### src/rtl/axis_packet_rr_arbiter.sv
// Packet-granular round-robin arbiter: shares one AXI-Stream output among CHANNEL_NUMBER
// input queues, holding each grant from first beat through TLAST and counting packets.
module axis_packet_rr_arbiter #(
  parameter int CHANNEL_NUMBER       = 5,
  parameter int CHANNEL_NUMBER_WIDTH = $clog2(CHANNEL_NUMBER),
  parameter int DATA_WIDTH           = 32,
  parameter int PKT_CNT_WIDTH        = 16
) (
  input  logic                                 clk_i,
  input  logic                                 rst_i,
  input  logic [CHANNEL_NUMBER-1:0]            in_tvalid_i,
  input  logic [CHANNEL_NUMBER-1:0]            in_tlast_i,
  input  logic [CHANNEL_NUMBER*DATA_WIDTH-1:0] in_tdata_i,
  output logic [CHANNEL_NUMBER-1:0]            in_tready_o,
  output logic                                 out_tvalid_o,
  output logic                                 out_tlast_o,
  output logic [DATA_WIDTH-1:0]                out_tdata_o,
  input  logic                                 out_tready_i,
  output logic [CHANNEL_NUMBER-1:0]            grant_o,
  output logic [CHANNEL_NUMBER_WIDTH-1:0]      grant_idx_o,
  output logic                                 busy_o,
  output logic [PKT_CNT_WIDTH-1:0]             pkt_cnt_o
);
  // state | meaning
  // IDLE  | no grant; arbitrate among requesting channels starting at rr_ptr
  // BUSY  | granted channel forwarded combinationally until its TLAST beat handshakes
  typedef enum logic {S_IDLE = 1'b0, S_BUSY = 1'b1} state_t;

  localparam int W = CHANNEL_NUMBER_WIDTH;

  state_t                   state_q, state_d;
  logic [W-1:0]             grant_idx_q, grant_idx_d;
  logic [W-1:0]             rr_ptr_q, rr_ptr_d;
  logic [PKT_CNT_WIDTH-1:0] pkt_cnt_q, pkt_cnt_d;

  logic         sel_found;
  logic [W-1:0] sel_idx;
  logic [W-1:0] sel_next;
  logic         last_hs;
  int           cand;

  // First requesting channel at or after rr_ptr, wrapping at CHANNEL_NUMBER-1.
  always_comb begin
    sel_found = 1'b0;
    sel_idx   = '0;
    cand      = 0;
    for (int off = 0; off < CHANNEL_NUMBER; off++) begin
      cand = (int'(rr_ptr_q) + off) % CHANNEL_NUMBER;
      if (!sel_found && in_tvalid_i[cand]) begin
        sel_found = 1'b1;
        sel_idx   = W'(cand);
      end
    end
  end

  assign sel_next = (sel_idx == W'(CHANNEL_NUMBER - 1)) ? '0 : sel_idx + W'(1);
  assign last_hs  = (state_q == S_BUSY) && in_tvalid_i[grant_idx_q] && in_tlast_i[grant_idx_q]
                    && out_tready_i;

  always_ff @(posedge clk_i) begin
    if (rst_i) begin
      state_q     <= S_IDLE;
      grant_idx_q <= '0;
      rr_ptr_q    <= '0;
      pkt_cnt_q   <= '0;
    end else begin
      state_q     <= state_d;
      grant_idx_q <= grant_idx_d;
      rr_ptr_q    <= rr_ptr_d;
      pkt_cnt_q   <= pkt_cnt_d;
    end
  end

  always_comb begin
    state_d     = state_q;
    grant_idx_d = grant_idx_q;
    rr_ptr_d    = rr_ptr_q;
    pkt_cnt_d   = pkt_cnt_q;
    case (state_q)
      S_IDLE: begin
        if (sel_found) begin
          state_d     = S_BUSY;
          grant_idx_d = sel_idx;
          rr_ptr_d    = sel_next;
        end
      end
      S_BUSY: begin
        // The idle bubble after every packet is the re-arbitration cycle.
        if (last_hs) begin
          state_d     = S_IDLE;
          grant_idx_d = '0;
          if (pkt_cnt_q != '1) pkt_cnt_d = pkt_cnt_q + PKT_CNT_WIDTH'(1);
        end
      end
      default: state_d = S_IDLE;
    endcase
  end

  always_comb begin
    in_tready_o  = '0;
    out_tvalid_o = 1'b0;
    out_tlast_o  = 1'b0;
    out_tdata_o  = '0;
    grant_o      = '0;
    busy_o       = 1'b0;
    if (state_q == S_BUSY) begin
      busy_o                   = 1'b1;
      grant_o[grant_idx_q]     = 1'b1;
      in_tready_o[grant_idx_q] = out_tready_i;
      out_tvalid_o             = in_tvalid_i[grant_idx_q];
      out_tlast_o              = in_tlast_i[grant_idx_q];
      out_tdata_o              = in_tdata_i[grant_idx_q*DATA_WIDTH +: DATA_WIDTH];
    end
  end

  assign grant_idx_o = grant_idx_q;
  assign pkt_cnt_o   = pkt_cnt_q;

endmodule

### config.mk
export PLATFORM = sky130hd
export DESIGN_NAME = axis_packet_rr_arbiter
export DESIGN_NICKNAME = d
export VERILOG_FILES = /design/src/rtl/axis_packet_rr_arbiter.sv
export SDC_FILE = /design/constraint.sdc
export NUM_CORES = 1
export LEC_CHECK = 0
export CORE_MARGIN = 10
export CORE_UTILIZATION = 40
export DETAILED_ROUTE_END_ITERATION = 8
export GPL_TIMING_DRIVEN = 1
export PLACE_DENSITY = 0.94
export SLEW_MARGIN = 20
export SYNTH_ARGS = -nofsm -noshare
export SYNTH_HDL_FRONTEND = slang
export SYNTH_SLANG_ARGS = --single-unit
### constraint.sdc
create_clock -name clk_i -period 6 [get_ports clk_i]
set_input_delay 0.6 -clock clk_i [delete_from_list [all_inputs] [get_ports clk_i]]
set_output_delay 0.6 -clock clk_i [all_outputs]
set_load 0.03 [all_outputs]
==> metrics <==
antenna viol nets, final=0; share of cells above drive strength 1=11.3%; area grow syn2layout=58.5%; Clk pin slew, worst setup/hold paths=80 ps; first-pass GRT wire length=about 29000 um; FMAX=around 180 MHz; HP Class=reg -> reg; routability cong.=0.930; Stages on worst setup path=19; leading area contributor after synthesis=mux4_2; Post-synth ARST share=0%; via count=5060; insertion delay to the later sink of the worst-skew pair=about 260 ps; syn nets=692; Worst-Margin Slew=1080 ps; setup TNS=0 ps; Crit path largest cell delay=630 ps; # resized after CTS=0; Clock Sinks=23; reg-to-reg startpoint=rr_ptr_q[1]; Synth Area in Simple Gates=around 22%; Syn. warnings=0; post-CTS setup buffer count=0; Max Root-Sink Buffers=2; Die ar.=0.0151 sq mm; # DRC=0; Cell Area, Synth=0.00424 sq mm; Clk pwr share=3.7%; final setup fails=0; router iterations before antenna repair=5; Post-Synth Adder-Cell Area=7.25%; CTS tree=done; Vias per Instance=6.02; vias in the first global route=5257; routed wire length=19400 um; max-slew violations=0; IO buf count=roughly 240; die height=123 um; status=finished clean; top cells by area, synth=mux4_2, dfxtp_1, ha_1; XOR/XNOR share of the synthesized area=4.54%; Largest delay share family, worst path=compound AO/OA/AOI/OAI gates; initial core utilization=41.1%; Compound-Gate Fraction of Synth Area=23.7%; Setup WS post-layout=568 ps; largest net degree at the start of global routing=44; cts hold-fix bufs=0; Clock Skews=~5.8 ps; leakage=2.47 nW; Tot GR Track Use=23.8%; R2R depth=19; WL/cell=between 20 and 25 um; crit-path cells=inv_1 > ha_1 > o21a_1 > a21oi_1 > xnor2_1 > ha_1 > fa_1 > a21bo_2 > or4_1 > a221oi_1 > a311o_1 > mux2i_1 > a31oi_1 > o22ai_1 > o21ai_1 > ha_1 > nor2_1 > mux2i_1 > a211oi_1; share of the synthesized area in the top cell type=a little under a fifth; multiplexer share of the synthesized area=25.5%; Min Clock Period, post-route=approximately 5400 ps; Inserted Diodes=0; GRT overflow=0; Worst VDD drop=0.000252 V; top_reg_cell synth=dfxtp_1; H-tree level count=1; critical path startpoint=rr_ptr_q[1]; FF-to-FF End=rr_ptr_q[2]; CTS Root Cell=clkbuf_8; P_int=0.00122 W; syn avg cell area=8.57 sq um; crit path DAT=5600 ps; largest family of logic cells by synthesized area=multiplexers; CP Buf/Inv Count=1; worst rel slew slack=28.3%; Setup CP Type=reg -> reg; Tcrit/Tclk final=around nine tenths; end of the critical path=rr_ptr_q[2]; Critical Path RT=6170 ps; Die X-Extent=approximately 120 um; max_cap viols=0; Synth Instances=495; CTS Buf Count=3; initial antenna violation count=0; worst-path maximum fanout=12; FF-to-FF setup slack=570 ps; number of library cell types mapped by synthesis=80; Synth top cells by count=nor2_1, nor2b_1, mux4_2, a22oi_1, nand2_1; sequential area share after synthesis=10.8%; count leader, synth=nor2_1; Logic pwr share=between 80 and 90%; Yosys reg bits=23; endpoints failing hold=0; Ports=237; PwrDens=around 380 mW/mm^2; Net Switching=0.00136 W; DPL Wire Length=roughly 16000 um; most used cell, CP=ha_1; Core ar.=0.0103 sq mm; EDFF count, synth=0; Slowest-stage cell, CP=dfxtp_1; Net Sw Frac=52.7%; Setup crit start kind=flip-flop; RSZ-0062 raised after global routing=false; initial DRC count=415; Nets=~900; FP Rows=37; register share of total power=8.9%; Setup WS pre-CTS=688 ps; CP Capture Type=flip-flop
sequential cells by signal (all words and copies together), names as in the netlist:
name,flops
state_q,1
pkt_cnt_o,16
rr_ptr_q,3
grant_idx_o,3
metal layers:
| metal | GRT usage, % | vias to the layer above | wire length (um) |
|---|---|---|---|
| li1 | - | 2307 | - |
| met1 | 28.6 | 2412 | 7130 |
| met2 | 40.4 | 297 | 9530 |
| met3 | 7.38 | 44 | 2180 |
| met4 | 6.19 | 0 | 577 |
| met5 | 0 | - | 0 |
tightest hold or removal path, cell delays in order (launching register included):
cell and delay (ps):
dfxtp_1 360, o21ai_0 90, a21oi_1 60
per-stage QoR:
stage                     utilization (%)  power [W]  hold slack, ps  cell area [sq um]  std cells
after detailed placement             64.7    0.00245             533               6680        837
after global placement               64.7    0.00239             514               6680        837
final                                65.1    0.00258             553               6730        841
after CTS                            65.1    0.00256             552               6730        841
after floorplan                         -    0.00181             630               4240        495
after global routing                 65.1    0.00278             588               6730        841
logic make-up (layout without fill, tap and decap cells):
kind of cell    Yosys count  in the layout
buf+inv                  58            268
fa+ha+maj                24             24
flops                    23             23
xor+xnor                 19             19
simple gates            176            176
mux                      62             62
compound gates          133            133
worst min-delay path by stage:
stage | start | end | slack [ps] | cells past startpoint
6_report | pkt_cnt_o[5] | pkt_cnt_o[5] | 550 | 2
5_1_grt | pkt_cnt_o[5] | pkt_cnt_o[5] | 590 | 2
2_1_floorplan | pkt_cnt_o[5] | pkt_cnt_o[5] | 630 | 2
3_3_place_gp | pkt_cnt_o[11] | pkt_cnt_o[11] | 510 | 2
3_5_place_dp | pkt_cnt_o[11] | pkt_cnt_o[11] | 530 | 2
4_1_cts | pkt_cnt_o[5] | pkt_cnt_o[5] | 550 | 2
placed cells by master, fill, tap and decap left out, drive strengths merged, types with 11 or more instances in the layout:
cell	instances
inv	18
xor2	13
o21ai	13
nor2	44
nor2b	39
mux4	36
dfxtp	23
clkdlybuf4s50	236
nand2	26
a21oi	22
mux2i	18
nand3	11
a22oi	34
ha	23
area by class of cell:
cell class,instances,area (sq um)
multi-input combinational,414,3540
sequential,23,463
tap,136,170
clock inverter,1,5.00
inverter,19,71.3
timing repair buffer,245,2430
fill,792,3600
clock buffer,3,41.3
power groups by stage:
stage	Combinational (W)	Clock, W	Sequential [W]
after floorplan	0.00160	0	0.000212
final	0.00225	0.0000942	0.000229
after CTS	0.00223	0.0000949	0.000230
after global placement	0.00216	0	0.000230
after detailed placement	0.00222	0	0.000233
after global routing	0.00244	0.000101	0.000234
No activity file was read; power rests on OpenSTA's default activity.
